### config.mk
export PLATFORM = sky130hd
export DESIGN_NAME = apb_slave_mem_param
export DESIGN_NICKNAME = d
export VERILOG_FILES = /design/src/rtl/apb_pkg.sv /design/src/rtl/apb_mem_array.sv /design/src/rtl/apb_slave_mem_param.sv
export SDC_FILE = /design/constraint.sdc
export NUM_CORES = 1
export LEC_CHECK = 0
export CORE_MARGIN = 3
export CORE_UTILIZATION = 55
export CTS_CLUSTER_SIZE = 40
export DETAILED_ROUTE_END_ITERATION = 6
export DONT_BUFFER_PORTS = 1
export PLACE_DENSITY = 0.7
export SLEW_MARGIN = 40
export SYNTH_ARGS = -nofsm -noshare
export SYNTH_HDL_FRONTEND = slang
export SYNTH_SLANG_ARGS = --single-unit
### constraint.sdc
create_clock -name pclk -period 8.9 [get_ports pclk]
set_clock_uncertainty 0.1 [all_clocks]
set_input_delay 1.78 -clock pclk [delete_from_list [all_inputs] [get_ports pclk]]
set_output_delay 1.78 -clock pclk [all_outputs]
set_load 0.01 [all_outputs]
### src/rtl/apb_pkg.sv
// Shared types and helpers for the parametrised APB slave memory.
// Holds the FSM state enum, byte-lane merge and address LSB helper.
package apb_pkg;

  typedef enum logic {
    IDLE,
    ACCESS
  } apb_state_e;

  localparam int MAX_W = 64;

  // Byte offset bits of a word address for a given bus width.
  function automatic int lsb_of(input int dw);
    return $clog2(dw / 8);
  endfunction

  // Replace the byte lanes selected by strb with the new data.
  function automatic logic [MAX_W-1:0] strb_merge(
    input logic [MAX_W-1:0] old_d,
    input logic [MAX_W-1:0] new_d,
    input logic [7:0]       strb
  );
    logic [MAX_W-1:0] r;
    for (int b = 0; b < 8; b++) begin
      r[b*8 +: 8] = strb[b] ? new_d[b*8 +: 8] : old_d[b*8 +: 8];
    end
    return r;
  endfunction

endpackage

### src/rtl/apb_mem_array.sv
// Byte-enabled flop-array memory with one write and one read port.
// Contents are deliberately not reset.
module apb_mem_array
  import apb_pkg::*;
#(
  parameter int DATA_W = 32,
  parameter int DEPTH  = 32
) (
  input  logic                     clk,
  input  logic                     we,
  input  logic [$clog2(DEPTH)-1:0] widx,
  input  logic [DATA_W-1:0]        wdata,
  input  logic [DATA_W/8-1:0]      wstrb,
  input  logic [$clog2(DEPTH)-1:0] ridx,
  output logic [DATA_W-1:0]        rdata
);

  logic [DATA_W-1:0] mem_q [DEPTH];
  logic [DATA_W-1:0] word_d;

  // Merge the strobed lanes into the addressed word.
  always_comb begin
    word_d = DATA_W'(strb_merge(MAX_W'(mem_q[widx]),
                                MAX_W'(wdata),
                                8'(wstrb)));
  end

  // Commit the merged word on a qualified write.
  always_ff @(posedge clk) begin
    if (we) mem_q[widx] <= word_d;
  end

  assign rdata = mem_q[ridx];

endmodule

### src/rtl/apb_slave_mem_param.sv
// APB4 slave scratch RAM with wait states, strobes and error decode.
// FSM, wait counter and saturating error counter live here.
module apb_slave_mem_param
  import apb_pkg::*;
#(
  parameter int DATA_W      = 32,
  parameter int ADDR_W      = 32,
  parameter int DEPTH       = 32,
  parameter int WAIT_STATES = 0,
  parameter int ERRCNT_W    = 8
) (
  input  logic                pclk,
  input  logic                prst_n,
  input  logic                pselx,
  input  logic                penable,
  input  logic                pwrite,
  input  logic [ADDR_W-1:0]   paddr,
  input  logic [DATA_W-1:0]   pwdata,
  input  logic [DATA_W/8-1:0] pstrb,
  output logic                pready,
  output logic                pslverr,
  output logic [DATA_W-1:0]   prdata,
  output logic [ERRCNT_W-1:0] err_cnt
);

  localparam int LSB   = lsb_of(DATA_W);
  localparam int IDX_W = ADDR_W - LSB;
  localparam int AW    = $clog2(DEPTH);
  localparam logic [3:0] WS = 4'(WAIT_STATES);
  localparam logic [IDX_W:0] DEPTH_X = (IDX_W+1)'(DEPTH);

  apb_state_e          state_q, state_d;
  logic [3:0]          wcnt_q, wcnt_d;
  logic [ERRCNT_W-1:0] err_cnt_q, err_cnt_d;

  logic [IDX_W-1:0]  idx;
  logic              err;
  logic              we;
  logic [DATA_W-1:0] rdata;

  assign idx = paddr[ADDR_W-1:LSB];
  assign err = ({1'b0, idx} >= DEPTH_X) |
               (paddr[LSB-1:0] != '0);

  assign pready  = (state_q == ACCESS) & (wcnt_q == 4'd0) &
                   pselx & penable;
  assign pslverr = pready & err;
  assign prdata  = (pready & ~pwrite & ~err) ? rdata : '0;
  assign err_cnt = err_cnt_q;
  assign we      = pready & pwrite & ~err;

  // Next state, wait countdown and error counter update.
  always_comb begin
    state_d   = state_q;
    wcnt_d    = wcnt_q;
    err_cnt_d = err_cnt_q;
    unique case (state_q)
      IDLE: begin
        if (pselx && !penable) begin
          state_d = ACCESS;
          wcnt_d  = WS;
        end
      end
      ACCESS: begin
        if (!pselx) begin
          state_d = IDLE;
        end else if (!penable) begin
          wcnt_d = WS;
        end else if (wcnt_q != 4'd0) begin
          wcnt_d = wcnt_q - 4'd1;
        end else begin
          state_d = IDLE;
          if (err && err_cnt_q != '1)
            err_cnt_d = err_cnt_q + 1'b1;
        end
      end
      default: state_d = IDLE;
    endcase
  end

  // Control state registers.
  always_ff @(posedge pclk or negedge prst_n) begin
    if (!prst_n) begin
      state_q   <= IDLE;
      wcnt_q    <= 4'd0;
      err_cnt_q <= '0;
    end else begin
      state_q   <= state_d;
      wcnt_q    <= wcnt_d;
      err_cnt_q <= err_cnt_d;
    end
  end

  apb_mem_array #(
    .DATA_W (DATA_W),
    .DEPTH  (DEPTH)
  ) u_mem (
    .clk   (pclk),
    .we    (we),
    .widx  (idx[AW-1:0]),
    .wdata (pwdata),
    .wstrb (pstrb),
    .ridx  (idx[AW-1:0]),
    .rdata (rdata)
  );

endmodule
==> flow_summary.yaml, run 1 <==
detailed_routing:
  drc_errors: 0
  drt-initial-drc-count: 3385
  via_per_inst: 6.635
  drt-total-wl_um: 105100
  final_antenna_net_count: 0
  num_vias: 21920
  wl_per_cell_um: 31.82
  firstDrtPassIters: 6
global_route:
  grt_pass1_vias: 21670
  grt_pass1_wl_um: 151100
  grt-ovfl-total: 0
  grt_start_max_net_pins: 517
  grtUsageTotal_pct: 27.03
  antenna_found_initial: 1
critical_path:
  worst_path_max_delay_cell: "mux2i_1"
  cp_cell_sequence: "mux2i_1 -> o22ai_1 -> nor4_1 -> nand2_1 -> and2_1"
  cp-start-kind: "primary input"
  crit_family: "simple AND/OR/NAND/NOR gates"
  endpoint_kind: "output pin"
  worst-setup-path-type: "in -> out"
  crit_path_max_fanout: 516
  slowest_delay_ns: 0.69
  critPathBufInv: 0
  critical_path_required_ns: 7.02
  arrival_ns: 4.40
cts:
  clock_path_buffers: 3
  cts.clk_slew.worst_paths_ns: 0.06
  cts_buffers: 99
  cts_tree: "yes"
  root_buffer: "clkbuf_16"
  clock-sinks: 1037
  clk_latency_ns: 0.65
  postCtsResizedCells: 0
  cts_hold_buf: 0
  cts_setup_buffers: 0
  htree_levels: 3
sta:
  rsz0062_at_grt: "false"
  max-slew-margin-rel_pct: -24.49
  fin_crit_ns: 6.277
  tns_ns: 0
  fmax_ghz: 0.1593
  setup_viol: 0
  finalHoldViolCount: 0
  tightest_slew_ns: 1.867
  period_share_pct: 70.53
  setup_slack_ns: 2.623
  maxSlewViolCount: 242
layout:
  layout_commonest_cell: "edfxtp_1"
  fin_nets: 2351
  fin_util_pct: 62.49
  drive_gt1_share_pct: 12.83
  synthToLayoutAreaGrowth_pct: 11.54
  layout_common_cells: "edfxtp_1, mux2i_1, o22ai_1"
  num_antenna_cells: 0
power_and_ir_drop:
  max-vdd-ir-drop_mv: 0.1648
  clkPwrFrac_pct: 39.9
  switching_share_pct: 20.72
  power.internal_w: 0.007858
  pwr-share-seq_pct: 55.6
  power_density_nw_per_um2: 219.6
  combinationalPowerShare_pct: 4.5
  switchingPower_w: 0.002054
  leakagePower_nw: 15.58
yosys:
  synth_seq_cells: 1037
  syn_nets: 2304
  synth_edf_count: 1024
  synth_top_area_share_pct: 75.99
  yosysTopAreaCell: "edfxtp_1"
  async_reset_ff_share_pct: 1.254
  ys.flop_type: "edfxtp_1"
  synth_warnings: 0
  synth.distinct_cells: 40
  syn_inst: 2229
  synth_area_sq_um: 40460
  seq_area_frac_synth_pct: 76.80
  synth_area_leaders: "edfxtp_1, mux2i_1, o22ai_1"
  avgSynthCellArea_sq_um: 18.15
die:
  dieArea_sq_um: 76860
  initial_core_util_pct: 56.03
  io_pins: 115
  chipWidth_um: 277.2
  die_h_um: 277.2
  rows: 98
  core_sq_um: 72220
placement:
  place_ws_ns: 2.604
  port_buffers: 0
  place_hpwl_um: 55710
  gp_congestion: 0.8170
job:
  drv_cap: 0
status:
  violations: "max-slew violations"
  status: "complete, but fails checks"
hold_path:
  hold_path.class: "reg -> reg"
-- cell type report --
class	instances	area [sq um]
timing repair buffer	85	808.3
tap	950	1189
inverter	8	30.03
clock inverter	54	390.4
fill	4933	27090
sequential	1037	31070
clock buffer	124	2635
multi-input combinational	1045	9006
-- synth_stat cells, types with 6 or more instances --
| cell type | number |
|---|---|
| edfxtp_1 | 1024 |
| mux2i_1 | 512 |
| o22ai_1 | 257 |
| nor4_1 | 103 |
| buf_2 | 102 |
| nand2_1 | 38 |
| mux2_2 | 35 |
| and2_1 | 32 |
| clkbuf_1 | 17 |
| dfrtp_1 | 13 |
| buf_4 | 8 |
| nand4_1 | 8 |
| inv_1 | 7 |
| nand4bb_1 | 6 |
-- worst register-to-register path: cells and delay by family, from the launching register on --
| kind | cells | cell delay [ns] |
|---|---|---|
| buf+inv | 3 | 1.10 |
| simple gates | 3 | 0.96 |
| flops | 1 | 0.38 |
| fa+ha+maj | 1 | 0.20 |
-- metrics by stage --
step | power [W] | instances | hold slack [ns] | cell area [sq um]
floorplan | 0.005953 | 2229 | 0.4191 | 40460
global placement | 0.006010 | 3115 | 0.4337 | 41820
detailed placement | 0.006043 | 3125 | 0.4563 | 42100
CTS | 0.009937 | 3303 | 0.4658 | 45130
global route | 0.01017 | 3303 | 0.4884 | 45130
finish | 0.009912 | 3303 | 0.4651 | 45130
-- power by group through the flow --
stage               logic, W  clock network (W)  registers [W]
detailed placement  0.000428                  0        0.00561
finish              0.000446            0.00395        0.00551
global route        0.000470            0.00419        0.00551
global placement    0.000397                  0        0.00561
floorplan           0.000346                  0        0.00561
CTS                 0.000430            0.00400        0.00551
-- cells by family (layout without fill, tap and decap cells) --
group,after synthesis,count (layout),share of synthesized area (%)
simple gates,225,225,3.420
buf+inv,147,271,1.852
xor+xnor,6,6,0.1299
flops,1037,1037,76.80
mux,547,547,13.64
compound gates,265,265,4.097
fa+ha+maj,2,2,0.06183
-- registers in the layout (all words and copies together) (netlist names) --
signal	cells
state_q	1
u_mem.mem_q	1024
err_cnt	8
wcnt_q	4
-- final timing paths --
check | cells past startpoint | slack (ns) | from | endpoint
worst min register to register | 1 | 0.47 | err_cnt[5] | err_cnt[5]
max in group asynchronous | 0 | 7.89 | prst_n | wcnt_q[0]
worst max-delay path | 5 | 2.62 | paddr[3] | prdata[13]
min in group asynchronous | 0 | 0.73 | prst_n | err_cnt[0]
worst min-delay path | 1 | 0.47 | err_cnt[5] | err_cnt[5]
worst max register to register | 7 | 5.72 | wcnt_q[0] | u_mem.mem_q[26][5]
-- routing by layer --
metal | vias to the layer above | GRT usage, % | share of wire, %
met2 | 1285 | 42.25 | 47
met1 | 11230 | 39.26 | 40
met4 | 0 | 8.621 | 2.9
met5 | - | 0 | 0
met3 | 222 | 4.654 | 9.9
li1 | 9176 | - | -
(Power assumes the default switching activity.)
==> run 2, diff against run 1 <==
==> constraint.sdc (replaced) <==
create_clock -name pclk -period 6.4 [get_ports pclk]
set_clock_uncertainty 0.1 [all_clocks]
set_input_delay 1.28 -clock pclk [delete_from_list [all_inputs] [get_ports pclk]]
set_output_delay 1.28 -clock pclk [all_outputs]
set_load 0.01 [all_outputs]
==> run 2 against run 1 <==
  * Clock power rose by 43%
  * Largest power group unchanged
  * Highest routed layer unchanged
  * The run now ends clean
  * First-iteration DRC count fell by 11%
  * Critical path type unchanged
  * Via count barely moved
  * Register-to-register slack got worse by 2.2 ns
  * Wire length rose by 0.82%
==> flow_summary.yaml, run 2 (synthesis gave the netlist of run 1 again) <==
status:
  status: "completed"
power_and_ir_drop:
  leakagePower_nw: 15.66
  switching_share_pct: 20.80
  power.internal_w: 0.01109
  switchingPower_w: 0.002913
  power_density_nw_per_um2: 308.5
  max-vdd-ir-drop_mv: 0.2607
  clkPwrFrac_pct: 40.4
  pwr-share-seq_pct: 54.7
  combinationalPowerShare_pct: 4.9
global_route:
  grt_start_max_net_pins: 517
  antenna_found_initial: 0
  grt_pass1_vias: 21320
  grt-ovfl-total: 0
  grt_pass1_wl_um: 150800
  grtUsageTotal_pct: 27.19
detailed_routing:
  firstDrtPassIters: 5
  drt-total-wl_um: 106000
  drt-initial-drc-count: 3010
  num_vias: 21910
  final_antenna_net_count: 0
  drc_errors: 0
  via_per_inst: 6.598
  wl_per_cell_um: 31.90
critical_path:
  worst-setup-path-type: "in -> out"
  path_common_cell: "buf_16"
  arrival_ns: 4.46
  slowest_delay_ns: 0.61
  crit_path_max_fanout: 125
  endpoint_kind: "output pin"
  critical_path_required_ns: 5.02
  cp_cell_sequence: "buf_16 -> buf_16 -> buf_16 -> mux2i_1 -> o22ai_1 -> nor4_1 -> nand2_1 -> and2_1"
  cp-start-kind: "primary input"
  worst_path_max_delay_cell: "buf_16"
cts:
  clk_latency_ns: 0.65
  clock-sinks: 1037
  cts_buffers: 100
  cts_tree: "yes"
  root_buffer: "clkbuf_16"
  cts_setup_buffers: 0
  cts.clk_slew.worst_paths_ns: 0.06
  clock_path_buffers: 3
  htree_levels: 3
  cts_hold_buf: 0
  postCtsResizedCells: 0
sta:
  setup_viol: 0
  fin_crit_ns: 5.843
  period_share_pct: 91.30
  rsz0062_at_grt: "false"
  fmax_ghz: 0.1711
  max-slew-margin-rel_pct: 39.37
  tightest_slew_ns: 0.9095
  maxSlewViolCount: 0
  tns_ns: 0
  finalHoldViolCount: 0
layout:
  largest_reg_flops: 1024
  synthToLayoutAreaGrowth_pct: 12.18
  fin_nets: 2362
  fin_util_pct: 62.85
  regMostFlops: "u_mem.mem_q"
  layout_commonest_cell: "edfxtp_1"
  drive_gt1_share_pct: 13.42
  fill_cells: 4897
  layout_common_cells: "edfxtp_1, mux2i_1, o22ai_1"
die:
  core_sq_um: 72220
  io_pins: 115
  die_h_um: 277.2
  dieArea_sq_um: 76860
  rows: 98
  initial_core_util_pct: 56.03
  chipWidth_um: 277.2
placement:
  place_hpwl_um: 57020
  gp_congestion: 0.8267
  port_buffers: 0
job:
  drv_cap: 0
hold_path:
  hold_path.class: "in -> async"
run 2: cell types whose count changed in the layout (fill, tap and decap cells not counted), sizes merged:
cell	before	now
bufinv	4	8
diode	0	1
inv	11	10
clkinvlp	1	3
buf	85	95
clkbuf	124	126
run 2: worst max-delay path, delay by kind of cell:
| kind | cells | cell delay [ns] |
|---|---|---|
| buf+inv | 3 | 1.53 |
| compound gates | 1 | 0.11 |
| simple gates | 3 | 0.88 |
| mux | 1 | 0.27 |
run 2: metrics by stage:
| step | power (W) | hold WS [ns] | instance area (sq um) | worst slack, ns | instances |
|---|---|---|---|---|---|
| 5_1_grt | 0.01440 | 0.2072 | 45390 | 0.5754 | 3320 |
| 3_3_place_gp | 0.008362 | 0.4337 | 41860 | 1.549 | 3119 |
| 4_1_cts | 0.01398 | 0.1971 | 45270 | 1.548 | 3316 |
| 3_5_place_dp | 0.008403 | 0.4600 | 42120 | 1.558 | 3131 |
| 2_1_floorplan | 0.008279 | 0.4191 | 40460 | 0.3333 | 2229 |
| 6_report | 0.01400 | 0.2346 | 45390 | 0.5566 | 3321 |
run 2: final cells by class:
type / count / area, sq um / share of cell area [%]
sequential: 1037 / 31070 / 68.46
multi-input combinational: 1045 / 8977 / 19.78
clock buffer: 126 / 2643 / 5.822
tap: 950 / 1189 / 2.619
timing repair buffer: 95 / 967.2 / 2.131
clock inverter: 59 / 506.7 / 1.116
inverter: 8 / 30.03 / 0.06616
antenna: 1 / 2.502 / 0.005513
run 2: path summary, 6_finish.rpt:
| kind | from | end | slack [ns] | cells past startpoint |
|---|---|---|---|---|
| worst max-delay path | paddr[3] | prdata[2] | 0.56 | 8 |
| worst min register to register | err_cnt[4] | err_cnt[4] | 0.47 | 1 |
| min in group pclk | err_cnt[4] | err_cnt[4] | 0.47 | 1 |
| worst min-delay path | prst_n | wcnt_q[3] | 0.23 | 0 |
| max in group asynchronous | prst_n | err_cnt[3] | 5.90 | 0 |
| worst max register to register | wcnt_q[0] | u_mem.mem_q[22][19] | 3.53 | 7 |
run 2: per-layer routing:
metal,share of wire (%),global-route usage [%],up-vias
met3,10,5.286,219
li1,-,-,9222
met5,0,0,-
met1,40,39.09,11190
met4,3.3,8.998,0
met2,47,42.28,1281
run 2: power groups by stage:
| stage | logic (W) | registers [W] | clock network, W |
|---|---|---|---|
| 3_5_place_dp | 0.000596 | 0.00781 | 0 |
| 6_report | 0.000681 | 0.00766 | 0.00566 |
| 4_1_cts | 0.000598 | 0.00766 | 0.00572 |
| 2_1_floorplan | 0.000482 | 0.00780 | 0 |
| 3_3_place_gp | 0.000558 | 0.00780 | 0 |
| 5_1_grt | 0.000728 | 0.00766 | 0.00601 |
